[src/rtl/rx_bit_timer_if.sv]
// rx_bit_timer_if
// Groups the receive-path signals around the bit timer. The master side is
// whatever feeds the bit timer and consumes its strobes (edge detector plus
// shift register, or a testbench). The slave side is the bit timer itself.
//
// Signals:
//   enable         master -> slave  receiver active; low forces the timer idle
//   edge_detected  master -> slave  one-cycle pulse per line transition
//   d_sync         master -> slave  synchronized line level, aligned with edge_detected
//   shift_enable   slave -> master  one-cycle strobe: d_bit valid, shift it in
//   d_bit          slave -> master  NRZI-decoded data bit
//   byte_received  slave -> master  one-cycle pulse with the last shift of a byte
//   stuff_err      slave -> master  one-cycle pulse on a bit-stuff violation
interface rx_bit_timer_if;
   logic enable;
   logic edge_detected;
   logic d_sync;
   logic shift_enable;
   logic d_bit;
   logic byte_received;
   logic stuff_err;

   modport master (
      output enable,
      output edge_detected,
      output d_sync,
      input  shift_enable,
      input  d_bit,
      input  byte_received,
      input  stuff_err
   );

   modport slave (
      input  enable,
      input  edge_detected,
      input  d_sync,
      output shift_enable,
      output d_bit,
      output byte_received,
      output stuff_err
   );
endinterface

[src/rtl/rx_bit_timer.sv]
// rx_bit_timer
// Bit-timing and decode controller for the serial receive path. A phase
// counter is resynchronised on every line transition, the line is sampled
// mid-bit, NRZI-decoded (no transition = 1), stuffed zeros are dropped and
// the downstream shift register is driven with per-bit and per-byte strobes.
//
// Ports:
//   clk   system clock, all logic on the rising edge
//   rst   synchronous active-high reset
//   bus   rx_bit_timer_if slave modport (enable, edge_detected, d_sync in;
//         shift_enable, d_bit, byte_received, stuff_err out)
module rx_bit_timer #(
   parameter int CLKS_PER_BIT  = 8,
   parameter int SAMPLE_PT     = CLKS_PER_BIT / 2,
   parameter int BITS_PER_BYTE = 8,
   parameter int STUFF_LEN     = 6
) (
   input  logic           clk,
   input  logic           rst,
   rx_bit_timer_if.slave  bus
);

   localparam int PW = $clog2(CLKS_PER_BIT);
   localparam int BW = (BITS_PER_BYTE > 1) ? $clog2(BITS_PER_BYTE) : 1;
   localparam int OW = $clog2(STUFF_LEN + 1);

   localparam logic [PW-1:0] PHASE_LAST   = PW'(CLKS_PER_BIT - 1);
   localparam logic [PW-1:0] PHASE_SAMPLE = PW'(SAMPLE_PT);
   localparam logic [PW-1:0] PHASE_RESYNC = PW'(1);
   localparam logic [BW-1:0] BIT_LAST     = BW'(BITS_PER_BYTE - 1);
   localparam logic [OW-1:0] ONES_MAX     = OW'(STUFF_LEN);

   typedef enum logic {
      IDLE,
      RUN
   } state_t;

   state_t          state;
   logic [PW-1:0]   phase_cnt;
   logic [BW-1:0]   bit_cnt;
   logic [OW-1:0]   ones_cnt;
   logic            prev_level;

   logic            shift_enable_q;
   logic            d_bit_q;
   logic            byte_received_q;
   logic            stuff_err_q;

   logic            sample_now;
   logic            raw_bit;
   logic            emit_bit;
   logic            stuff_violation;

   // Decide what the current cycle does with the line. A sample only happens
   // mid-bit and only when no edge arrives in the same cycle (the edge wins
   // and resyncs instead). Once STUFF_LEN ones have been seen the next sample
   // is never shifted: a zero there is the stuffed bit, a one is a violation.
   always_comb begin
      sample_now      = 1'b0;
      raw_bit         = 1'b0;
      emit_bit        = 1'b0;
      stuff_violation = 1'b0;
      sample_now      = (state == RUN) && (phase_cnt == PHASE_SAMPLE) && !bus.edge_detected;
      raw_bit         = (bus.d_sync == prev_level);
      emit_bit        = sample_now && (ones_cnt != ONES_MAX);
      stuff_violation = sample_now && raw_bit && (ones_cnt == ONES_MAX);
   end

   // Main controller: IDLE waits for the first transition, RUN tracks bit
   // phase and decodes. All strobes are registered, so they appear one cycle
   // after the sample that produced them and default back to zero each cycle.
   // Dropping enable returns everything to the idle-line state, but a strobe
   // registered the cycle before still shows up because it is already in the
   // output flops.
   always_ff @(posedge clk) begin
      if (rst) begin
         state           <= IDLE;
         phase_cnt       <= '0;
         bit_cnt         <= '0;
         ones_cnt        <= '0;
         prev_level      <= 1'b1;
         shift_enable_q  <= 1'b0;
         d_bit_q         <= 1'b0;
         byte_received_q <= 1'b0;
         stuff_err_q     <= 1'b0;
      end else begin
         shift_enable_q  <= 1'b0;
         byte_received_q <= 1'b0;
         stuff_err_q     <= 1'b0;

         if (!bus.enable) begin
            state      <= IDLE;
            phase_cnt  <= '0;
            bit_cnt    <= '0;
            ones_cnt   <= '0;
            prev_level <= 1'b1;
         end else begin
            case (state)
               IDLE: begin
                  phase_cnt <= '0;
                  if (bus.edge_detected) begin
                     state     <= RUN;
                     phase_cnt <= PHASE_RESYNC;
                  end
               end

               RUN: begin
                  if (bus.edge_detected) begin
                     phase_cnt <= PHASE_RESYNC;
                  end else if (phase_cnt == PHASE_LAST) begin
                     phase_cnt <= '0;
                  end else begin
                     phase_cnt <= phase_cnt + PW'(1);
                  end

                  if (sample_now) begin
                     prev_level <= bus.d_sync;
                     ones_cnt   <= raw_bit ? ones_cnt + OW'(1) : '0;
                  end

                  if (emit_bit) begin
                     shift_enable_q <= 1'b1;
                     d_bit_q        <= raw_bit;
                     if (bit_cnt == BIT_LAST) begin
                        byte_received_q <= 1'b1;
                        bit_cnt         <= '0;
                     end else begin
                        bit_cnt <= bit_cnt + BW'(1);
                     end
                  end

                  if (stuff_violation) begin
                     stuff_err_q <= 1'b1;
                     state       <= IDLE;
                     phase_cnt   <= '0;
                     bit_cnt     <= '0;
                     ones_cnt    <= '0;
                     prev_level  <= 1'b1;
                  end
               end

               default: begin
                  state <= IDLE;
               end
            endcase
         end
      end
   end

   assign bus.shift_enable  = shift_enable_q;
   assign bus.d_bit         = d_bit_q;
   assign bus.byte_received = byte_received_q;
   assign bus.stuff_err     = stuff_err_q;

endmodule

[src/flat_wrapper.sv]
// flat-port wrapper written by rule: the top's interface ports become plain ports
module rx_bit_timer_flat 
#(
   parameter int CLKS_PER_BIT  = 8,
   parameter int SAMPLE_PT     = CLKS_PER_BIT / 2,
   parameter int BITS_PER_BYTE = 8,
   parameter int STUFF_LEN     = 6
)
  (clk, rst, bus_enable, bus_edge_detected, bus_d_sync, bus_shift_enable, bus_d_bit, bus_byte_received, bus_stuff_err);
  rx_bit_timer_if bus_i ();
  input  logic clk;
  input  logic rst;
  input wire logic [$bits(bus_i.enable)-1:0] bus_enable;
  input wire logic [$bits(bus_i.edge_detected)-1:0] bus_edge_detected;
  input wire logic [$bits(bus_i.d_sync)-1:0] bus_d_sync;
  output wire logic [$bits(bus_i.shift_enable)-1:0] bus_shift_enable;
  output wire logic [$bits(bus_i.d_bit)-1:0] bus_d_bit;
  output wire logic [$bits(bus_i.byte_received)-1:0] bus_byte_received;
  output wire logic [$bits(bus_i.stuff_err)-1:0] bus_stuff_err;
  assign bus_i.enable = bus_enable;
  assign bus_i.edge_detected = bus_edge_detected;
  assign bus_i.d_sync = bus_d_sync;
  assign bus_shift_enable = bus_i.shift_enable;
  assign bus_d_bit = bus_i.d_bit;
  assign bus_byte_received = bus_i.byte_received;
  assign bus_stuff_err = bus_i.stuff_err;
  rx_bit_timer #(.CLKS_PER_BIT(CLKS_PER_BIT), .SAMPLE_PT(SAMPLE_PT), .BITS_PER_BYTE(BITS_PER_BYTE), .STUFF_LEN(STUFF_LEN)) u_core (.clk(clk), .rst(rst), .bus(bus_i));
endmodule
[config.mk]
export PLATFORM = sky130hd
export DESIGN_NAME = rx_bit_timer_flat
export DESIGN_NICKNAME = d
export VERILOG_FILES = /design/src/rtl/rx_bit_timer_if.sv /design/src/rtl/rx_bit_timer.sv /design/src/flat_wrapper.sv
export SDC_FILE = /design/constraint.sdc
export NUM_CORES = 1
export LEC_CHECK = 0
export BUFFER_PORTS_ARGS = -buffer_cell sky130_fd_sc_hd__buf_2
export CORE_UTILIZATION = 28
export CTS_BUF_LIST = sky130_fd_sc_hd__clkbuf_4 sky130_fd_sc_hd__clkbuf_8
export DETAILED_ROUTE_END_ITERATION = 8
export GPL_TIMING_DRIVEN = 1
export PLACE_DENSITY = 0.56
export SLEW_MARGIN = 20
export SYNTH_ARGS = -nofsm -noshare
export SYNTH_HDL_FRONTEND = slang
export SYNTH_SLANG_ARGS = --single-unit
[constraint.sdc]
create_clock -name clk -period 1.6 [get_ports clk]
set_clock_uncertainty 0.2 [all_clocks]
set_input_delay 0.32 -clock clk [delete_from_list [all_inputs] [get_ports clk]]
set_output_delay 0.32 -clock clk [all_outputs]
set_load 0.01 [all_outputs]
; ---- Word level (Yosys, flattened, before mapping)
; Cells that the tools add are included.
[totals]
reg_bits = 15
latchBits = 0
mem_bits_rw = 0
mem_bits_ro = 0
inputBits = 5
elab_cells = 54
mem_count = 0
[classes]
n_addsub = 3
multipliers = 0
div_mod_pow = 0
magnitude_cmp = 0
eq_ne = 6
shifts = 0
mux = 19
n_bitwise = 3
reduce_logical = 14
[op_table]
columns = operator, count
row1 = 2-to-1 mux 3 bit, 9
row2 = "== test 3 bit, second input constant", 4
row3 = "adder 3 x 1 -> 3 bit, second input constant", 3
row4 = 2-to-1 mux 1 bit, 8
row5 = one-hot mux 3 bit (2 select lines), 1
row6 = logical AND 1 bit, 5
row7 = AND reduction 2 bit, 2
row8 = nonzero test 2 bit, 2
row9 = OR reduction 4 bit, 1
row10 = "!= test 3 bit, second input constant", 1
row11 = inverter 1 bit, 3
row12 = AND reduction 3 bit, 1
row13 = OR reduction 3 bit, 1
row14 = one-hot mux 1 bit (2 select lines), 1
row15 = OR reduction 2 bit, 1
row16 = == test 1 bit, 1
row17 = logical NOT 1 bit, 1

; ---- Logic depth before layout (Yosys ltp)
[logic_depth]
word_depth = 7
mapped_depth = 6

; ---- Least setup slack after synthesis
; No wires, ideal clock.
[synth_timing]
path_type = reg2reg
startpoint = register u_core.ones_cnt[0]
endpoint = register u_core.ones_cnt[1]
arrival_ps = 1458
t_required_ps = 1330
slack_ps = -128
path_stages_with_launch = 7
path_buffers = 1
period_less_slack_ps = 1728
cell_sequence = dfxtp_1 > inv_1 > ha_1 > and2_1 > clkbuf_1 > or4_1 > a21oi_1
[synth_between]
elab_chain_len = 4
[synth_lines]
columns = element, line_no
row1 = "start, declared", rx_bit_timer.sv:41  ; logic [OW-1:0] ones_cnt;
row2 = "start signal, assigned", rx_bit_timer.sv:118  ; ones_cnt <= raw_bit ? ones_cnt + OW'(1) : '0;
row3 = adder 3 x 1 -> 3 bit / == test 3 bit (equally long branches), "rx_bit_timer.sv:118, rx_bit_timer.sv:66"
row4 = 2-to-1 mux 3 bit / logical AND 1 bit (equally long branches), "rx_bit_timer.sv:118, rx_bit_timer.sv:66"
row5 = 2-to-1 mux 3 bit / nonzero test 2 bit (equally long branches), n/a
row6 = 2-to-1 mux 3 bit / AND reduction 2 bit (equally long branches), n/a
; Several ways; a longest one is shown, not always the timed one. The select of a mux whose other input is x is not followed.
; A chain may end at the register's enable or synchronous reset.

; ---- Worst setup path after layout
[layout_timing]
startpoint = register u_core.bit_cnt[0]
endpoint = register u_core.bit_cnt[0]
[layout_between]
elab_chain_len = 4
[layout_lines]
columns = element, line_no
row1 = "start, declared", rx_bit_timer.sv:40  ; logic [BW-1:0] bit_cnt;
row2 = "start signal, assigned", rx_bit_timer.sv:128  ; bit_cnt <= bit_cnt + BW'(1);
row3 = adder 3 x 1 -> 3 bit / == test 3 bit (equally long branches), "rx_bit_timer.sv:128, rx_bit_timer.sv:124"
row4 = 2-to-1 mux 3 bit (*), rx_bit_timer.sv:124  ; if (bit_cnt == BIT_LAST) begin
row5 = 2-to-1 mux 3 bit (*), rx_bit_timer.sv:121  ; if (emit_bit) begin
row6 = 2-to-1 mux 3 bit (*), rx_bit_timer.sv:132  ; if (stuff_violation) begin
; Every way passes the cells marked *; elsewhere a longest branch is shown, timed or not. The select of a mux whose other input is x is not followed.

==> results.toml <==
[sta]
max_freq_mhz = 627
worst_pin_slew_ns = 0.326
slew_viol_final = 0
finalHoldViolations = 0
final-setup-viol-count = 0
rsz0062_at_grt = "true"
relSlewSlack_pct = 78.2
fin_crit_sh_pct = 99.6
final.min_clock_period_ns = 1.59

[critical_path]
critical_path_arrival_ns = 1.60
startpoint_type = "flip-flop"
timing.rr.end = "u_core.bit_cnt[0]"
crit_top_cell = "ha_4"
ff2ff_setup_slack_ns = 0.006
crit_start = "u_core.bit_cnt[0]"
worstSetupEndpoint = "u_core.bit_cnt[0]"
critPathMaxStageDelay_ns = 0.54
reg2reg_depth = 4
worst-setup-path-type = "reg2reg"
cp.required_ns = 1.61
cp_max_fo = 2
r2r-start = "u_core.bit_cnt[0]"
path_cells = "ha_4 > ha_4 > or4_4 > a31oi_4"
cp_slowest_cell = "or4_4"
crit_path_end_kind = "flip-flop"

[layout]
area_delta_synth_final_pct = 39.4
drive_above_1_share_pct = 43.6
fin_nets = 114
fin_cells = 131
nFillCells = 240
multi_input_area_um2 = 453
finalCoreUtilization_pct = 40.9
regArea_um2 = 307
diodes = 0

[drt]
drt_first_pass_iters = 4
wl_per_cell_um = 11.3
drtIter0Drc = 18
dr_total_vias = 637
routed_wl_um = 1480
ant_nets = 0
via_per_inst = 4.86
route.detailed.drc = 0

[synth]
synth_ff_type = "dfxtp_1"
async_flop_share_pct = 0
syn_nets = 89
synth_edf_count = 0
synth.cell_area_um2 = 721
ys_ff_latch = 15
avgSynthCellArea_um2 = 9.36
synthCells = 77
yosys_warnings = 0
synth_cell_type_count = 29
yosysSeqAreaShare_pct = 41.7

[clock_tree]
root_buffer = "clkbuf_4"
cts.clk_slew.worst_paths_ns = 0.09
cts_tree = "built"
clockBufferDepth = 2
cts_sinks = 15
htree_levels = 1
clk_latency_ns = 0.28
cts_buffers = 3

[global_routing]
grt_pass1_vias = 569
antenna_found_initial = 0
grt_overflow = 0
grt_max_degree = 9
grt_pass1_wl_um = 2350
track_usage_pct = 12.0

[floorplanning]
placementRows = 18
core_mm2 = 0.00245
boundaryPins = 9
die_h_um = 52.7
initial_core_util_pct = 29.4
die_w_um = 52.7
dieArea_mm2 = 0.00278

[hold_path]
holdCritPathClass = "in2reg"
holdPathStages = 3

[run_status]
status = "finished, final reports clean"

[job]
maxCapViolCount = 0

[placed_design]
dp_cells = 124
gp_congestion = 0.720
place_hpwl_um = 1080
port_buffers = 8

[pwr]
power_density_mw_per_mm2 = 656
p_leak_nw = 0.418
power_uw = 659
irDropWorstVdd_mv = 0.396
[synth_stat cells (3+ instances only)]
| cell | instances | area share, % |
|---|---|---|
| a21oi_1 | 5 | 3.5 |
| and4b_1 | 3 | 4.2 |
| clkbuf_1 | 3 | 1.6 |
| dfxtp_1 | 15 | 42 |
| ha_1 | 7 | 12 |
| inv_1 | 6 | 3.1 |
| nand2_1 | 9 | 4.7 |
[cells by family after synthesis]
group | count (synthesis) | share of synthesized area (%)
adder cells (fa/ha/maj) | 7 | 12.2
XOR/XNOR | 2 | 2.43
flip-flops | 15 | 41.7
AND/OR/NAND/NOR | 29 | 26.2
AO/OA/AOI/OAI | 15 | 12.8
buffers and inverters | 9 | 4.69
[worst min-delay path by stage]
stage / start / endpoint / slack [ns]
2_1_floorplan: rst / u_core.bus.d_bit / 0.19
3_5_place_dp: u_core.ones_cnt[0] / u_core.ones_cnt[0] / 0.26
4_1_cts: rst / u_core.bus.d_bit / 0.002
3_3_place_gp: u_core.bus.d_bit / u_core.bus.d_bit / 0.26
5_1_grt: bus_enable / u_core.bus.d_bit / 0.11
6_report: bus_enable / u_core.bus.d_bit / 0.12
[where the power goes]
group	total, mW	switching, mW	internal [mW]	leakage, nW
clock network	0.236	0.122	0.114	0.0184
logic	0.0455	0.0219	0.0237	0.276
registers	0.378	0.00241	0.376	0.124
[final cells by class]
| cell class | count | share of cell area [%] |
|---|---|---|
| multi-input cells | 53 | 45.1 |
| flip-flops and latches | 15 | 30.5 |
| repair buffers | 23 | 15.4 |
| well taps | 30 | 3.74 |
| clock buffers | 4 | 2.99 |
| inverters | 6 | 2.24 |
[state kept, by name (all words and copies together), names as in the netlist]
register                  cells
u_core.phase_cnt              3
u_core.bus.byte_received      1
u_core.bus.shift_enable       1
u_core.bus.stuff_err          1
u_core.state                  1
u_core.bit_cnt                3
u_core.prev_level             1
u_core.ones_cnt               3
u_core.bus.d_bit              1
[what timing repair did]
action / CTS / global route
endpoints found under the hold margin: 0 / 1
setup buffers: 1 / 1
gates resized for setup: 11 / 6
pin swaps: 4 / 3
hold buffers: 0 / 1
setup endpoints to repair: 3 / 3
[critical path, delay by kind of cell (launching register included)]
family	cells	cell delay [ns]
adders and majority gates	2	0.31
DFF	1	0.34
AOI/OAI and AO/OA	1	0.14
and+or+nand+nor	1	0.54
[through the flow]
| stage | hold WS (ns) | TNS [ns] | setup slack, ns | area, µm² |
|---|---|---|---|---|
| floorplan | 0.189 | -0.0486 | -0.0486 | 726 |
| global placement | 0.256 | -0.0286 | -0.0286 | 881 |
| detailed placement | 0.259 | -0.0612 | -0.0312 | 881 |
| CTS | 0.00176 | -0.0311 | -0.0310 | 961 |
| global route | 0.113 | -0.0646 | -0.0338 | 1000 |
| finish | 0.120 | 0 | 0.00561 | 1000 |
[layout by cell type (no fill, tap or decap), types with 2 or more instances in the layout]
cell and n:
inv_1 3, ha_1 3, clkbuf_4 4, and4b_1 3, nand4_1 2, inv_2 3, buf_2 8, a21oi_1 5
dfxtp_2 5, ha_4 3, buf_4 14, o22ai_1 2, dfxtp_1 10, nand2_1 9, nor2_1 2, o21a_1 2
[per-layer routing]
metal / global-route usage (%) / share of wire (%) / up-vias
met5: 0 / 0 / -
met1: 15.3 / 51 / 301
met4: 7.89 / 1.1 / 0
met2: 17.3 / 44 / 13
li1: - / - / 321
met3: 3.48 / 3.6 / 2
Note: power is estimated with default switching activity, not from simulation.
